## src/rtl/mips_pkg.sv

```systemverilog
// Shared types and constants for the execute-stage hazard scheduler.
package mips_pkg;

    // Forwarding mux select encodings for the EX operand muxes.
    localparam logic [1:0] FWD_RF  = 2'b00;
    localparam logic [1:0] FWD_MEM = 2'b10;
    localparam logic [1:0] FWD_WB  = 2'b01;

    localparam logic [4:0] REG_ZERO = 5'd0;

    // One in-flight instruction as seen by the scheduler. The uses_* bits
    // let the EX slot act as a consumer when the forwarding selects are built.
    typedef struct packed {
        logic       wr_valid;
        logic [4:0] dest;
        logic       is_load;
        logic       uses_rs;
        logic [4:0] rs;
        logic       uses_rt;
        logic [4:0] rt;
    } slot_t;

    localparam slot_t SLOT_BUBBLE = '0;

    // A slot produces register r for a consumer that actually reads r.
    // $0 is never a producer, whatever the slot claims.
    function automatic logic slot_match(input slot_t s, input logic [4:0] r,
                                        input logic use_r);
        return s.wr_valid && (s.dest == r) && (r != REG_ZERO) && use_r;
    endfunction

endpackage

```

## src/rtl/dest_hazard_scheduler_slot.sv

```systemverilog
// One pipeline slot of the shadow scoreboard: a registered entry that loads
// the upstream entry or a bubble every cycle, plus two match probes.
module dest_slot
    import mips_pkg::*;
(
    input  logic       clk,
    input  logic       rst_n,
    input  logic       bubble_i,
    input  slot_t      slot_i,
    output slot_t      slot_o,
    input  logic [4:0] src_a_i,
    input  logic       use_a_i,
    input  logic [4:0] src_b_i,
    input  logic       use_b_i,
    output logic       hit_a_o,
    output logic       hit_b_o
);

    slot_t slot_q, slot_d;

    // Next entry: the upstream instruction, or an all-invalid bubble.
    always_comb begin
        slot_d = bubble_i ? SLOT_BUBBLE : slot_i;
    end

    // Slot register; reset discards whatever was in flight.
    always_ff @(posedge clk or negedge rst_n) begin
        if (!rst_n) begin
            slot_q <= SLOT_BUBBLE;
        end else begin
            slot_q <= slot_d;
        end
    end

    // Does this slot produce either probed source register?
    always_comb begin
        hit_a_o = slot_match(slot_q, src_a_i, use_a_i);
        hit_b_o = slot_match(slot_q, src_b_i, use_b_i);
    end

    assign slot_o = slot_q;

endmodule

```

## src/rtl/dest_hazard_scheduler.sv

```systemverilog
// Execute-stage hazard scheduler: picks each instruction's destination,
// tracks writers in EX/MEM/WB, raises load-use (or no-forwarding) stalls
// and drives the EX operand forwarding selects.
module dest_hazard_scheduler
    import mips_pkg::*;
#(
    parameter int unsigned FORWARDING = 1,
    parameter int unsigned CNT_W      = 16
) (
    input  logic             clk,
    input  logic             rst_n,
    input  logic             id_valid,
    input  logic [4:0]       id_rs,
    input  logic [4:0]       id_rt,
    input  logic [4:0]       id_rd,
    input  logic             id_uses_rs,
    input  logic             id_uses_rt,
    input  logic             id_regwrite,
    input  logic             id_regdst,
    input  logic             id_memread,
    input  logic             flush,
    output logic             stall,
    output logic [1:0]       fwd_a,
    output logic [1:0]       fwd_b,
    output logic [4:0]       ex_dest,
    output logic [CNT_W-1:0] stall_cnt
);

    localparam bit               FWD_EN  = (FORWARDING != 0);
    localparam logic [CNT_W-1:0] CNT_MAX = '1;

    slot_t            id_slot;
    slot_t            ex_q;
    slot_t            mem_q;
    slot_t            wb_slot_unused;   // WB contents only feed its own probes
    logic [4:0]       id_dest;
    logic             ex_bubble;
    logic             ex_hit_rs, ex_hit_rt;
    logic             mem_hit_rs, mem_hit_rt;
    logic             mem_fwd_a, mem_fwd_b;
    logic             wb_fwd_a, wb_fwd_b;
    logic             ex_load_use, ex_mem_dep, stall_raw;
    logic [CNT_W-1:0] stall_cnt_q, stall_cnt_d;

    // Decode the ID instruction into a scoreboard entry.
    always_comb begin
        id_dest          = id_regdst ? id_rd : id_rt;
        id_slot          = SLOT_BUBBLE;
        id_slot.wr_valid = id_regwrite && (id_dest != REG_ZERO);
        id_slot.dest     = id_dest;
        id_slot.is_load  = id_memread;
        id_slot.uses_rs  = id_uses_rs;
        id_slot.rs       = id_rs;
        id_slot.uses_rt  = id_uses_rt;
        id_slot.rt       = id_rt;
    end

    // EX slot probes the ID sources for stall detection.
    dest_slot u_ex_slot (
        .clk      (clk),
        .rst_n    (rst_n),
        .bubble_i (ex_bubble),
        .slot_i   (id_slot),
        .slot_o   (ex_q),
        .src_a_i  (id_rs),
        .use_a_i  (id_uses_rs),
        .src_b_i  (id_rt),
        .use_b_i  (id_uses_rt),
        .hit_a_o  (ex_hit_rs),
        .hit_b_o  (ex_hit_rt)
    );

    // MEM and WB slots probe the EX consumer's sources for forwarding.
    dest_slot u_mem_slot (
        .clk      (clk),
        .rst_n    (rst_n),
        .bubble_i (1'b0),
        .slot_i   (ex_q),
        .slot_o   (mem_q),
        .src_a_i  (ex_q.rs),
        .use_a_i  (ex_q.uses_rs),
        .src_b_i  (ex_q.rt),
        .use_b_i  (ex_q.uses_rt),
        .hit_a_o  (mem_fwd_a),
        .hit_b_o  (mem_fwd_b)
    );

    dest_slot u_wb_slot (
        .clk      (clk),
        .rst_n    (rst_n),
        .bubble_i (1'b0),
        .slot_i   (mem_q),
        .slot_o   (wb_slot_unused),
        .src_a_i  (ex_q.rs),
        .use_a_i  (ex_q.uses_rs),
        .src_b_i  (ex_q.rt),
        .use_b_i  (ex_q.uses_rt),
        .hit_a_o  (wb_fwd_a),
        .hit_b_o  (wb_fwd_b)
    );

    // Without forwarding, an ID consumer also waits on a producer in MEM.
    always_comb begin
        mem_hit_rs = slot_match(mem_q, id_rs, id_uses_rs);
        mem_hit_rt = slot_match(mem_q, id_rt, id_uses_rt);
    end

    // Stall decision; a flush of the ID instruction always overrides it.
    always_comb begin
        ex_load_use = ex_q.is_load && (ex_hit_rs || ex_hit_rt);
        ex_mem_dep  = ex_hit_rs || ex_hit_rt || mem_hit_rs || mem_hit_rt;
        stall_raw   = FWD_EN ? ex_load_use : ex_mem_dep;
        stall       = id_valid && !flush && stall_raw;
        ex_bubble   = stall || flush || !id_valid;
    end

    // Forwarding selects: MEM is the most recent producer, so it wins over WB.
    always_comb begin
        fwd_a = FWD_RF;
        fwd_b = FWD_RF;
        if (FWD_EN) begin
            if (mem_fwd_a)     fwd_a = FWD_MEM;
            else if (wb_fwd_a) fwd_a = FWD_WB;
            if (mem_fwd_b)     fwd_b = FWD_MEM;
            else if (wb_fwd_b) fwd_b = FWD_WB;
        end
    end

    // Saturating stall-cycle counter next state.
    always_comb begin
        stall_cnt_d = stall_cnt_q;
        if (stall && (stall_cnt_q != CNT_MAX)) begin
            stall_cnt_d = stall_cnt_q + 1'b1;
        end
    end

    // Stall-cycle counter register.
    always_ff @(posedge clk or negedge rst_n) begin
        if (!rst_n) begin
            stall_cnt_q <= '0;
        end else begin
            stall_cnt_q <= stall_cnt_d;
        end
    end

    assign stall_cnt = stall_cnt_q;
    assign ex_dest   = ex_q.dest;

endmodule

```

## config.mk

```make
export PLATFORM = sky130hd
export DESIGN_NAME = dest_hazard_scheduler
export DESIGN_NICKNAME = d
export VERILOG_FILES = /design/src/rtl/mips_pkg.sv /design/src/rtl/dest_hazard_scheduler_slot.sv /design/src/rtl/dest_hazard_scheduler.sv
export SDC_FILE = /design/constraint.sdc
export NUM_CORES = 1
export LEC_CHECK = 0
export ABC_AREA = 1
export CAP_MARGIN = 5
export CORE_MARGIN = 2
export CORE_UTILIZATION = 51
export DETAILED_ROUTE_END_ITERATION = 10
export PLACE_DENSITY = 0.85
export SLEW_MARGIN = 20
export SYNTH_ARGS = -nofsm -noshare
export SYNTH_HDL_FRONTEND = slang
export SYNTH_SLANG_ARGS = --single-unit
```

## constraint.sdc

```tcl
create_clock -name clk -period 1.65 [get_ports clk]
set_input_delay 0.2475 -clock clk [delete_from_list [all_inputs] [get_ports clk]]
set_output_delay 0.2475 -clock clk [all_outputs]
set_load 0.02 [all_outputs]
```

==> flow_summary.toml, run 1 <==
[critical_path]
cp_cell_sequence = "buf_4 -> xnor2_2 -> o21ai_1 -> nor3b_2 -> nor2_1 -> buf_4"
reg2reg_depth = 13
cpMostUsedCell = "buf_4"
r2r_slack_ns = -0.10
slowest_stage = "dfrtp_1"
crit_required_ns = 1.40
end_kind = "output port"
critPathKind = "register to output port"
start_kind = "register"
worstPathArrival_ns = 1.66
slowest_delay_ns = 0.45
cp_max_fo = 3

[clock_network]
cts_tree = "yes"
clock_sinks = 47
clk_path_buf_depth = 2
h-tree-depth = 2
root_buffer = "clkbuf_8"
clkLatencyLatePin_ns = 0.31
clk_pin_slew_ns = 0.09
numCtsBuffers = 5

[floorplanning]
die_y_um = 74.03
fp.dieW_um = 74.03
core_area_um2 = 4723
initial_core_util_pct = 52.95
fp-row-count = 25
num_io_pins = 50
dieArea_um2 = 5480

[routing]
wl_per_cell_um = 17.43
dr.pass1.iters = 5
routed_wl_mm = 8.505
drc = 0
drtIter0Drc = 368
final_antenna_net_count = 0
vias_per_cell = 5.734
via_count = 2798

[timing]
hold_violations = 0
drv_slew = 0
max_slew_margin_pct = 69.31
fin_crit_ns = 1.909
finalWorstSetupSlack_ns = -0.2589
max_freq_ghz = 0.5239
setup_violations = 40
fin_crit_sh_pct = 115.7
rsz0062_at_grt = "true"
clock-skew-final_ns = 0.002908
holdWs_ns = 0.4382
tightestPinTransition_ns = 0.4562

[placed_design]
placed_area_um2 = 3329
place_hpwl_mm = 4.852
gp_congestion = 0.8784
io_buffers = 49
post-place-ws_ns = -0.6372

[cells_and_area]
layout_commonest_cell = "nand2_1"
fin_area_um2 = 3705
drive_gt1_share_pct = 26.13
nNetsFinal = 445
layout_common_cells = "87 x nand2_1, 51 x buf_4, 42 x dfrtp_1"
synthToLayoutAreaGrowth_pct = 48.12
diodes = 0
final_core_util_pct = 78.44

[yosys]
syn_area_um2 = 2501
ys_seq_area_share_pct = 47.02
avgSynthCellArea_um2 = 7.841
synth_cells = 319
synth_fp_nets = 344
ys_ff_latch = 47
ys.warnings.count = 0
ys_types = 32

[global_route]
gr-total-overflow = 0
grt.total_usage_pct = 27.43
grt_max_degree = 20
antenna_found_initial = 0
grt_pass1_wl_mm = 11.31
grt_pass1_vias = 2466

[power_and_ir_drop]
p_leak_nw = 1.969
power_density_nw_per_um2 = 703.5
peakVddDrop_uv = 691.3

[status]
outcome = "complete, but fails checks"
violations = "setup timing"

[hold_path]
hp-class = "input pin to asynchronous set/reset pin"

[run]
max_cap_viol_count = 0
[through the flow]
step / TNS, ns / instances / total power [mW]
2_1_floorplan: 0 / 319 / 1.350
3_3_place_gp: -7.353 / 464 / 1.511
3_5_place_dp: -11.08 / 464 / 1.526
4_1_cts: -0.7097 / 481 / 2.539
5_1_grt: -5.043 / 488 / 2.667
6_report: -3.031 / 488 / 2.606
[logic make-up (layout without fill, tap and decap cells)]
family                     count (synthesis)  in the layout  synth area share [%]
and+or+nand+nor                          167            167                 28.61
buffers and inverters                     58            160                 10.25
DFF                                       47             47                 47.02
xor gates and xnor gates                  20             20                 7.004
AOI/OAI and AO/OA                         26             26                 6.603
adders and majority gates                  1              1                0.5002
[flip-flops by register name, summed over array words and instances, names as in the netlist]
name,count
stall_cnt,16
u_ex_slot.slot_o,19
u_mem_slot.slot_o,6
u_wb_slot.slot_o,6
[metal layers]
| layer | part of all wire, % | GRT usage, % |
|---|---|---|
| met1 | 35 | 33.36 |
| met4 | 6.4 | 10.30 |
| met2 | 49 | 47.92 |
| met5 | 0 | 0 |
| met3 | 10 | 5.827 |
[layout make-up]
class / instances / area (um2)
clock inverter: 3 / 67.56
sequential: 47 / 1182
multi-input combinational: 214 / 1157
fill: 270 / 1018
timing repair buffer: 105 / 968.4
clock buffer: 5 / 68.82
inverter: 47 / 176.4
tap: 67 / 83.83
[Yosys cell counts (all sizes together)]
cell / instances / area share (%)
nor2: 40 / 6.3
o21ai: 5 / 1.0
inv: 47 / 7.1
o211ai: 2 / 0.60
nor3b: 1 / 0.30
nor3: 7 / 1.6
nand3: 18 / 3.8
nand2: 91 / 14
nand4: 5 / 1.5
buf: 10 / 3.1
o221ai: 1 / 0.35
dfrtp: 47 / 47
a211oi: 2 / 0.60
a21oi: 7 / 1.4
o22ai: 5 / 1.3
or2: 1 / 0.25
clkbuf: 1 / 0.15
xor2: 12 / 4.2
o2111ai: 2 / 0.70
xnor2: 8 / 2.8
a221oi: 2 / 0.70
ha: 1 / 0.50
nor4: 4 / 1.0
[path summary, 6_finish.rpt]
path | from | to
worst max-delay path | u_mem_slot.slot_o[13] | fwd_a[0]
worst min-delay path | rst_n | stall_cnt[3]
worst max register to register | u_ex_slot.slot_o[15] | stall_cnt[12]
worst min register to register | u_mem_slot.slot_o[18] | u_wb_slot.slot_o[18]
max in group asynchronous | rst_n | u_ex_slot.slot_o[8]
min in group clk | u_mem_slot.slot_o[18] | u_wb_slot.slot_o[18]
[critical path: cells and delay by family, from the launching register on]
kind	cells	cell delay, ns
compound gates	1	0.10
buf+inv	2	0.34
flops	1	0.45
xor+xnor	1	0.16
simple gates	2	0.31
[timing repair]
item | CTS | global route
buffers inserted | 8 | 4
cloned | 0 | 3
setup endpoints to repair | 15 | 45
pin swaps | 10 | 10
gates resized for setup | 53 | 24
hold buffers | 1 | 0
endpoints found under the hold margin | 17 | 0
[where the power goes]
group          leakage (nW)  internal (mW)  switching [mW]  total, mW
clock                0.0644          0.604           0.422       1.03
combinational          1.27          0.184           0.176      0.361
sequential            0.634           1.18          0.0369       1.22
Note: power is estimated with default switching activity, not from simulation.
==> run 2: changes to the inputs <==
Settings changed: CORE_UTILIZATION 51 to 63, DONT_BUFFER_PORTS set to 1, GPL_ROUTABILITY_DRIVEN set to 0.
==> flow_summary.toml, run 2 (same netlist as run 1, synthesis figures left out) <==
[floorplanning]
initial_core_util_pct = 66.81
die_y_um = 67.01
num_io_pins = 50
dieArea_um2 = 4490
core_area_um2 = 3744
fp.dieW_um = 67.01
fp-row-count = 22

[timing]
max_slew_margin_pct = 37.22
rsz0062_at_grt = "true"
setup_tns_ns = -2.035
fin_crit_ns = 1.909
drv_slew = 0
clock-skew-final_ns = 0.005653
setup_violations = 21
finalWorstSetupSlack_ns = -0.2592
tightestPinTransition_ns = 0.9382
fin_crit_sh_pct = 115.7
hold_violations = 0
max_freq_ghz = 0.5238

[cells_and_area]
diodes = 0
fin_area_um2 = 3108
layout_commonest_cell = "nand2_1"
drive_gt1_share_pct = 24.23
nNetsFinal = 383
largest_register_ffs = 19
regArea_um2 = 1182
multiInputGateArea_um2 = 1239
layout_common_cells = "83 x nand2_1, 42 x dfrtp_1, 40 x inv_1"
fillerInstances = 201
synthToLayoutAreaGrowth_pct = 24.26

[critical_path]
worstPathArrival_ns = 1.66
critPathKind = "register to output port"
slowest_delay_ns = 0.45
path_buf_inv = 1
slowest_stage = "dfrtp_2"
worstReg2RegStart = "u_ex_slot.slot_o[14]"
crit_required_ns = 1.40
cp_cell_sequence = "xnor2_1 -> nand4_1 -> nor4_4 -> nor2_1 -> buf_4"
start_kind = "register"
r2r_slack_ns = -0.08
end_kind = "output port"
cp-startpoint = "u_mem_slot.slot_o[16]"
cp_max_fo = 4
r2r-end = "stall_cnt[9]"
path_delay_family = "simple AND/OR/NAND/NOR gates"
reg2reg_depth = 9

[run]
max_cap_viol_count = 0

[hold_path]
hold-path-endpoint = "u_ex_slot.slot_o[12]"
whs_path_depth = 2
hp-class = "input pin to register"
hp-start = "id_memread"

[power_and_ir_drop]
p_leak_nw = 1.575
power_density_nw_per_um2 = 762.3
p_seq_share_pct = 51.6
p_clk_share_pct = 38.0
swShare_pct = 25.41
internal-power_mw = 1.767
p_switching_mw = 0.6019
peakVddDrop_uv = 773.3
p_comb_share_pct = 10.4

[clock_network]
root_buffer = "clkbuf_8"
clock_sinks = 47
clk_path_buf_depth = 2
clk_pin_slew_ns = 0.09
h-tree-depth = 2
cts_tree = "yes"
clkLatencyLatePin_ns = 0.31
numCtsBuffers = 5

[global_route]
grt_max_degree = 48
gr-total-overflow = 0
grt_pass1_vias = 2316
antenna_found_initial = 0
grt_pass1_wl_mm = 10.99
grt.total_usage_pct = 33.37

[routing]
via_count = 2499
vias_per_cell = 6.140
final_antenna_net_count = 0
drc = 0
drtIter0Drc = 244
wl_per_cell_um = 19.01
dr.pass1.iters = 5
routed_wl_mm = 7.736

[placed_design]
post-place-ws_ns = -0.06720
io_buffers = 0
placed_area_um2 = 2685
place_hpwl_mm = 4.271

[status]
outcome = "complete, but fails checks"
violations = "setup timing"
[run 2: changes by cell type in the layout (fill, tap and decap cells not counted), moves of 3 or more]
cell             change
nand2_4              +3
inv_2                -6
inv_1                +5
nor2_2               -4
dlygate4sd2_1       -12
clkdlybuf4s50_1     -26
nand2_1              -4
buf_12               -3
nand2_2              +4
buf_2                -3
buf_4               -15
dlymetal6s2s_1       -5
[run 2: area by class of cell]
class / count / share of cell area [%]
inverters: 47 / 5.757
flip-flops and latches: 47 / 38.04
repair buffers: 40 / 10.63
well taps: 48 / 1.932
multi-input cells: 217 / 39.86
clock buffers: 6 / 2.657
clock inverters: 2 / 1.127
[run 2: how the worst max path moves through the flow]
stage	end	slack [ns]	depth (start not counted)
final	fwd_b[0]	-0.26	5
after global routing	fwd_b[0]	-0.34	5
after CTS	fwd_b[0]	-0.20	6
after detailed placement	fwd_b[0]	-0.07	5
after global placement	stall_cnt[12]	0.07	11
after floorplan	stall_cnt[8]	0.02	8
[run 2: metrics by stage]
step / hold WS (ns) / power [mW] / utilization [%] / instances
6_report: 0.03385 / 2.369 / 83.02 / 407
5_1_grt: 0.03135 / 2.435 / 83.02 / 407
4_1_cts: 0.03357 / 2.303 / 79.31 / 400
3_5_place_dp: -0.04748 / 1.381 / 71.72 / 383
3_3_place_gp: -0.04724 / 1.372 / 71.72 / 383
2_1_floorplan: -0.04809 / 1.350 / - / 319
[run 2: what timing repair did]
action,4_1_cts,5_1_grt
buffers inserted,7,4
pin swaps,10,8
endpoints found under the hold margin,47,0
endpoints found under the setup margin,21,40
cloned,0,3
gates resized for setup,17,25
hold buffers,2,0
[run 2: power by group through the flow]
| stage | combinational (mW) | clock, mW | sequential (mW) |
|---|---|---|---|
| floorplan | 0.123 | 0 | 1.23 |
| global placement | 0.137 | 0 | 1.24 |
| detailed placement | 0.144 | 0 | 1.24 |
| CTS | 0.202 | 0.886 | 1.22 |
| global route | 0.267 | 0.943 | 1.23 |
| finish | 0.246 | 0.901 | 1.22 |
[run 2: per-layer routing]
metal,share of wire (%),global-route usage [%]
met1,37,43.35
met4,3.9,13.01
met2,49,53.47
met3,11,8.277
met5,0,0
==> run 3: changes to the inputs <==
Settings changed: CAP_MARGIN 5 to unset.
==> results of run 3 <==
Final layout, timing and power as in run 2 (identical DEF).
